## config.mk

```make
export PLATFORM = sky130hd
export DESIGN_NAME = instr_fetch_unit
export DESIGN_NICKNAME = d
export VERILOG_FILES = /design/src/rtl/instr_fetch_unit_pkg.sv /design/src/rtl/instr_fetch_unit_out_reg.sv /design/src/rtl/instr_fetch_unit.sv
export SDC_FILE = /design/constraint.sdc
export NUM_CORES = 1
export LEC_CHECK = 0
export ABC_AREA = 0
export BUFFER_PORTS_ARGS = -buffer_cell sky130_fd_sc_hd__buf_2
export CAP_MARGIN = 0
export CORE_MARGIN = 2
export CORE_UTILIZATION = 25
export DETAILED_ROUTE_END_ITERATION = 8
export GPL_TIMING_DRIVEN = 0
export PLACE_DENSITY = 0.51
export SKIP_CTS_REPAIR_TIMING = 1
export SLEW_MARGIN = 15
export SYNTH_ARGS = -nofsm -noshare
export SYNTH_HDL_FRONTEND = slang
export SYNTH_SLANG_ARGS = --single-unit
```

## constraint.sdc

```tcl
create_clock -name clk -period 2 [get_ports clk]
set_input_delay 0.5 -clock clk [delete_from_list [all_inputs] [get_ports clk]]
set_output_delay 0.5 -clock clk [all_outputs]
set_load 0.005 [all_outputs]
```

## src/rtl/instr_fetch_unit_pkg.sv

```systemverilog
// Shared types and constants for the MIPS fetch stage and the main control unit decode.
package instr_fetch_unit_pkg;

   typedef enum logic [1:0] {S_REQ, S_WAIT, S_OUT} state_t;

   localparam int unsigned INSTR_W    = 32;
   localparam int unsigned OPCODE_MSB = 31;
   localparam int unsigned OPCODE_LSB = 26;
   localparam int unsigned FN_MSB     = 5;
   localparam int unsigned FN_LSB     = 0;
   localparam int unsigned PC_STEP    = 4;

   localparam logic [31:0] RESET_PC_DEFAULT = 32'h0000_0000;

   localparam logic [5:0] OP_RTYPE = 6'b000000;
   localparam logic [5:0] FN_ADD   = 6'b100000;
   localparam logic [5:0] FN_SUB   = 6'b100010;
   localparam logic [5:0] FN_AND   = 6'b100100;
   localparam logic [5:0] FN_OR    = 6'b100101;
   localparam logic [5:0] FN_SLL   = 6'b000000;
   localparam logic [5:0] FN_SRL   = 6'b000010;

   function automatic logic [5:0] opcode_of(input logic [INSTR_W-1:0] instr);
      return instr[OPCODE_MSB:OPCODE_LSB];
   endfunction

   function automatic logic [5:0] fn_code_of(input logic [INSTR_W-1:0] instr);
      return instr[FN_MSB:FN_LSB];
   endfunction

endpackage

```

## src/rtl/instr_fetch_unit_out_reg.sv

```systemverilog
// ifu_out_reg: holds the fetched instruction and its PC for decode until consumed or flushed.
module ifu_out_reg
   import instr_fetch_unit_pkg::*;
#(
   parameter int unsigned ADDR_W = 32
) (
   input  logic               clk,
   input  logic               rst,
   input  logic               load,
   input  logic               flush,
   input  logic               ready,
   input  logic [INSTR_W-1:0] load_instr,
   input  logic [ADDR_W-1:0]  load_pc,
   output logic               valid,
   output logic [INSTR_W-1:0] instr,
   output logic [ADDR_W-1:0]  pc
);

   always_ff @(posedge clk) begin
      if (rst) begin
         valid <= 1'b0;
         instr <= '0;
         pc    <= '0;
      end else if (flush) begin
         valid <= 1'b0;
      end else if (load) begin
         valid <= 1'b1;
         instr <= load_instr;
         pc    <= load_pc;
      end else if (valid && ready) begin
         valid <= 1'b0;
      end
   end

endmodule

```

## src/rtl/instr_fetch_unit.sv

```systemverilog
// Fetch stage: owns the PC, one outstanding imem read, valid/ready hand-off to decode.
// Optional perf counters enabled by defining IFU_PERF_CNT_EN.
module instr_fetch_unit
   import instr_fetch_unit_pkg::*;
#(
   parameter int unsigned       ADDR_W   = 32,
   parameter logic [ADDR_W-1:0] RESET_PC = RESET_PC_DEFAULT[ADDR_W-1:0]
) (
   input  logic               clk,
   input  logic               rst,
   output logic               imem_req_valid,
   input  logic               imem_req_ready,
   output logic [ADDR_W-1:0]  imem_req_addr,
   input  logic               imem_rsp_valid,
   input  logic [INSTR_W-1:0] imem_rsp_data,
   input  logic               redirect_valid,
   input  logic [ADDR_W-1:0]  redirect_pc,
   output logic               if_valid,
   input  logic               if_ready,
   output logic [INSTR_W-1:0] if_instr,
   output logic [ADDR_W-1:0]  if_pc,
   output logic [5:0]         if_opcode,
   output logic [5:0]         if_fn_code
`ifdef IFU_PERF_CNT_EN
   ,
   output logic [31:0]        perf_fetched,
   output logic [31:0]        perf_squashed
`endif
);

   localparam logic [ADDR_W-1:0] PC_INC     = ADDR_W'(PC_STEP);
   localparam logic [ADDR_W-1:0] ALIGN_MASK = ~ADDR_W'(3);

   state_t             state;
   logic [ADDR_W-1:0]  pc;
   logic               squash;
   logic [ADDR_W-1:0]  redirect_target;
   logic               out_load;
   logic               out_flush;
   logic               rsp_drop;

   assign redirect_target = redirect_pc & ALIGN_MASK;
   assign imem_req_valid  = (state == S_REQ) && !rst;
   assign imem_req_addr   = pc;

   always_comb begin
      out_load  = (state == S_WAIT) && imem_rsp_valid && !squash && !redirect_valid;
      out_flush = (state == S_OUT) && redirect_valid;
      rsp_drop  = (state == S_WAIT) && imem_rsp_valid && (squash || redirect_valid);
   end

   // Redirect wins in every state; a fetch already accepted by memory is marked
   // for squash so its late response is discarded instead of delivered.
   always_ff @(posedge clk) begin
      if (rst) begin
         state  <= S_REQ;
         pc     <= RESET_PC;
         squash <= 1'b0;
      end else begin
         case (state)
            S_REQ: begin
               if (redirect_valid) pc <= redirect_target;
               if (imem_req_ready) begin
                  state <= S_WAIT;
                  if (redirect_valid) squash <= 1'b1;
               end
            end
            S_WAIT: begin
               if (redirect_valid) begin
                  pc <= redirect_target;
                  if (imem_rsp_valid) begin
                     squash <= 1'b0;
                     state  <= S_REQ;
                  end else begin
                     squash <= 1'b1;
                  end
               end else if (imem_rsp_valid) begin
                  if (squash) begin
                     squash <= 1'b0;
                     state  <= S_REQ;
                  end else begin
                     pc    <= pc + PC_INC;
                     state <= S_OUT;
                  end
               end
            end
            S_OUT: begin
               if (redirect_valid) begin
                  pc    <= redirect_target;
                  state <= S_REQ;
               end else if (if_ready) begin
                  state <= S_REQ;
               end
            end
            default: state <= S_REQ;
         endcase
      end
   end

   ifu_out_reg #(.ADDR_W(ADDR_W)) u_out_reg (
      .clk        (clk),
      .rst        (rst),
      .load       (out_load),
      .flush      (out_flush),
      .ready      (if_ready),
      .load_instr (imem_rsp_data),
      .load_pc    (pc),
      .valid      (if_valid),
      .instr      (if_instr),
      .pc         (if_pc)
   );

   assign if_opcode  = opcode_of(if_instr);
   assign if_fn_code = fn_code_of(if_instr);

`ifdef IFU_PERF_CNT_EN
   always_ff @(posedge clk) begin
      if (rst) begin
         perf_fetched  <= '0;
         perf_squashed <= '0;
      end else begin
         if (if_valid && if_ready && (perf_fetched != '1))
            perf_fetched <= perf_fetched + 32'd1;
         if (rsp_drop && (perf_squashed != '1))
            perf_squashed <= perf_squashed + 32'd1;
      end
   end
`else
   logic unused_drop;
   assign unused_drop = rsp_drop;
`endif

endmodule

```

==> results.json <==
{
  "run_status": "finished clean",
  "synth_cell_type_count": 56,
  "maxCapViolations": 0,
  "r2r_start": "imem_req_addr[7]",
  "gp_congestion": 0.828,
  "portBuffers": 173,
  "drt_iter0_drc": 373,
  "antenna_found_initial": 0,
  "crit_start": "imem_req_addr[7]",
  "synth_ff_type": "dfxtp_1",
  "area_growth_pct": 36.4,
  "hold_path_depth": 3,
  "h-tree-depth": 3,
  "tns_ns": 0,
  "synth_edf_count": 0,
  "first_pass_iters": 5,
  "path_max_fanout": 10,
  "drive_above_1_share_pct": 33.5,
  "hold_path_class": "in -> reg",
  "design.die.area_um2": 18700,
  "grt_pass1_vias": 4371,
  "grt_pass1_wl_mm": 24.8,
  "placedCellCount": 978,
  "clkTransAtPathRegs_ns": 0.07,
  "via_per_inst": 4.87,
  "yosysWarnings": 0,
  "rsz0062_at_grt": "yes",
  "worst_ep_arrival_time_ns": 2.14,
  "tightest_slew_ns": 0.748,
  "fillers": 1955,
  "total_power_mw": 4.56,
  "finalSetupViolCount": 0,
  "min_period_over_period_pct": 95.5,
  "grt_start_max_net_pins": 17,
  "postRouteAntennaNets": 0,
  "hold_ws_ns": 0.381,
  "p_per_area_nw_per_um2": 758,
  "hold_viol": 0,
  "finalMaxSlewViolations": 0,
  "final.setup_skew_ns": 0.0106,
  "clockBufferDepth": 2,
  "wire_per_inst_um": 16.7,
  "fin_cells": 997,
  "cts_root_buf": "clkbuf_16",
  "relSlewSlack_pct": 49.8,
  "cts.sinks": 96,
  "place.detailed.hpwl_mm": 12.3,
  "required_ns": 2.23,
  "cp-end-kind": "register",
  "drc_errors": 0,
  "ioPinCount": 180,
  "core.rowCount": 48,
  "core_um2": 17300,
  "tritoncts": "built",
  "r2r.worst_path.cells": 5,
  "vias": 4859,
  "worst_r2r_endpoint": "imem_req_addr[17]",
  "clock_latency_ns": 0.36,
  "die_width_um": 137,
  "min_to": "u_out_reg.instr[24]",
  "die_y_um": 137,
  "nNetsFinal": 838,
  "drt-total-wl_mm": 16.6,
  "async_flop_share_pct": 0,
  "synth_cells": 577,
  "initial_utilization_pct": 25.5,
  "utilization_pct": 34.8,
  "vdd_drop_max_mv": 0.429,
  "min_from": "imem_rsp_data[24]",
  "max_freq_mhz": 523,
  "crit_type": "reg -> reg",
  "grt-ovfl-total": 0,
  "num_antenna_cells": 0,
  "syn_area_um2": 4420,
  "grtUsageTotal_pct": 17.4,
  "synth-seq-cells": 96,
  "critPathLaunchType": "register",
  "finalCriticalPeriod_ns": 1.91,
  "cts_buffers": 9,
  "avgSynthCellArea_um2": 7.65,
  "synth_seq_area_share_pct": 43.5,
  "r2r_setup_slack_ns": 0.09,
  "leakagePower_nw": 2.57
}
[layout make-up]
class                   count  area [um^2]  share of cell area, %
clock inverters             6         90.1                   1.50
well taps                 225          282                   4.67
clock buffers              10          239                   3.97
inverters                   4         15.0                  0.249
flip-flops and latches     96         1940                   32.2
repair buffers            177          896                   14.9
plain buffers              57          309                   5.13
multi-input cells         422         2250                   37.4
[report_power, final]
group / switching [mW] / leakage [nW] / internal, mW
combinational: 0.301 / 1.62 / 0.225
sequential: 0.111 / 0.786 / 1.99
clock: 0.802 / 0.159 / 1.14
[cell usage in the layout, fill, tap and decap left out, types with 4 or more instances in the layout]
cell       instances
buf_2            175
nand2_1          151
a21oi_1           87
dfxtp_1           85
nor2_1            36
clkbuf_1          22
buf_4             22
clkbuf_2          14
nand4_1           12
nand3_1           12
nor3_1            11
dfxtp_2           10
clkbuf_16          9
a311oi_1           7
a211oi_1           7
and4_1             6
o21ai_0            6
o22ai_1            5
and2_1             4
inv_1              4
nand2b_1           4
a31oi_1            4
o211ai_1           4
conb_1             4
[layer usage]
layer	GRT usage, %	wire length, um	up-vias
met2	26.4	7340	180
li1	-	-	2389
met3	3.93	1250	18
met4	4.41	218	0
met1	24.8	7830	2272
met5	0	0	-
[worst max path at each step]
stage | to | slack (ns)
finish | imem_req_addr[17] | 0.09
global route | imem_req_addr[11] | -0.008
CTS | imem_req_addr[29] | -0.49
detailed placement | imem_req_addr[29] | -0.73
global placement | imem_req_addr[29] | -0.74
floorplan | imem_req_addr[28] | 0.18
[critical path, cell delays in order, from the launching register on]
cell and delay, ns:
dfxtp_1 0.50, nand2_2 0.18, nor3_2 0.67, nand4_1 0.23, o211ai_1 0.15, a21oi_1 0.06
[sequential cells by signal, indices dropped and copies added, names as in the netlist]
| name | count |
|---|---|
| state | 2 |
| imem_req_addr | 30 |
| u_out_reg.instr | 32 |
| u_out_reg.pc | 30 |
| squash | 1 |
| u_out_reg.valid | 1 |
[stage by stage]
step	cell area [um^2]	setup WS, ns
floorplan	4430	0.177
finish	6020	0.0897
detailed placement	5570	-0.729
global route	6020	-0.00755
CTS	5900	-0.491
global placement	5570	-0.738
[synth_stat cells (2+ instances only)]
cell type	n	area (um^2)
a21oi_1	87	435
nor3_2	2	20.0
nand3b_1	3	22.5
o221ai_1	3	26.3
buf_4	16	120
o221a_2	2	22.5
a211oi_1	7	52.6
a21o_1	3	22.5
dfxtp_1	96	1920
a31oi_1	4	25.0
nand4_1	12	75.1
buf_1	2	7.51
o21ai_0	6	30.0
nand2b_1	4	25.0
nand2_1	152	571
inv_1	4	15.0
nor4_1	3	18.8
and2_1	4	25.0
nor4_2	2	25.0
clkbuf_1	36	135
buf_2	3	15.0
nand3_1	13	65.1
a311oi_1	7	61.3
o211ai_1	4	30.0
a22oi_1	2	15.0
o21ai_1	2	10.0
o32ai_1	3	26.3
nor3_1	11	55.1
a2bb2oi_1	2	17.5
a32oi_1	3	26.3
nand4_2	2	25.0
nor2b_1	2	12.5
and3_1	3	18.8
or3_1	3	18.8
o22ai_1	5	31.3
and4_1	6	52.6
nor2_1	38	143
o21a_1	2	15.0
[logic make-up after synthesis]
logic type | Yosys count | synth area share (%)
multiplexers | 1 | 0.227
other | 1 | 0.0849
adder cells (fa/ha/maj) | 1 | 0.283
AO/OA/AOI/OAI | 148 | 20.4
AND/OR/NAND/NOR | 268 | 28.6
flip-flops | 96 | 43.5
buffers and inverters | 62 | 6.89
Power figures use the tool's default switching activity.
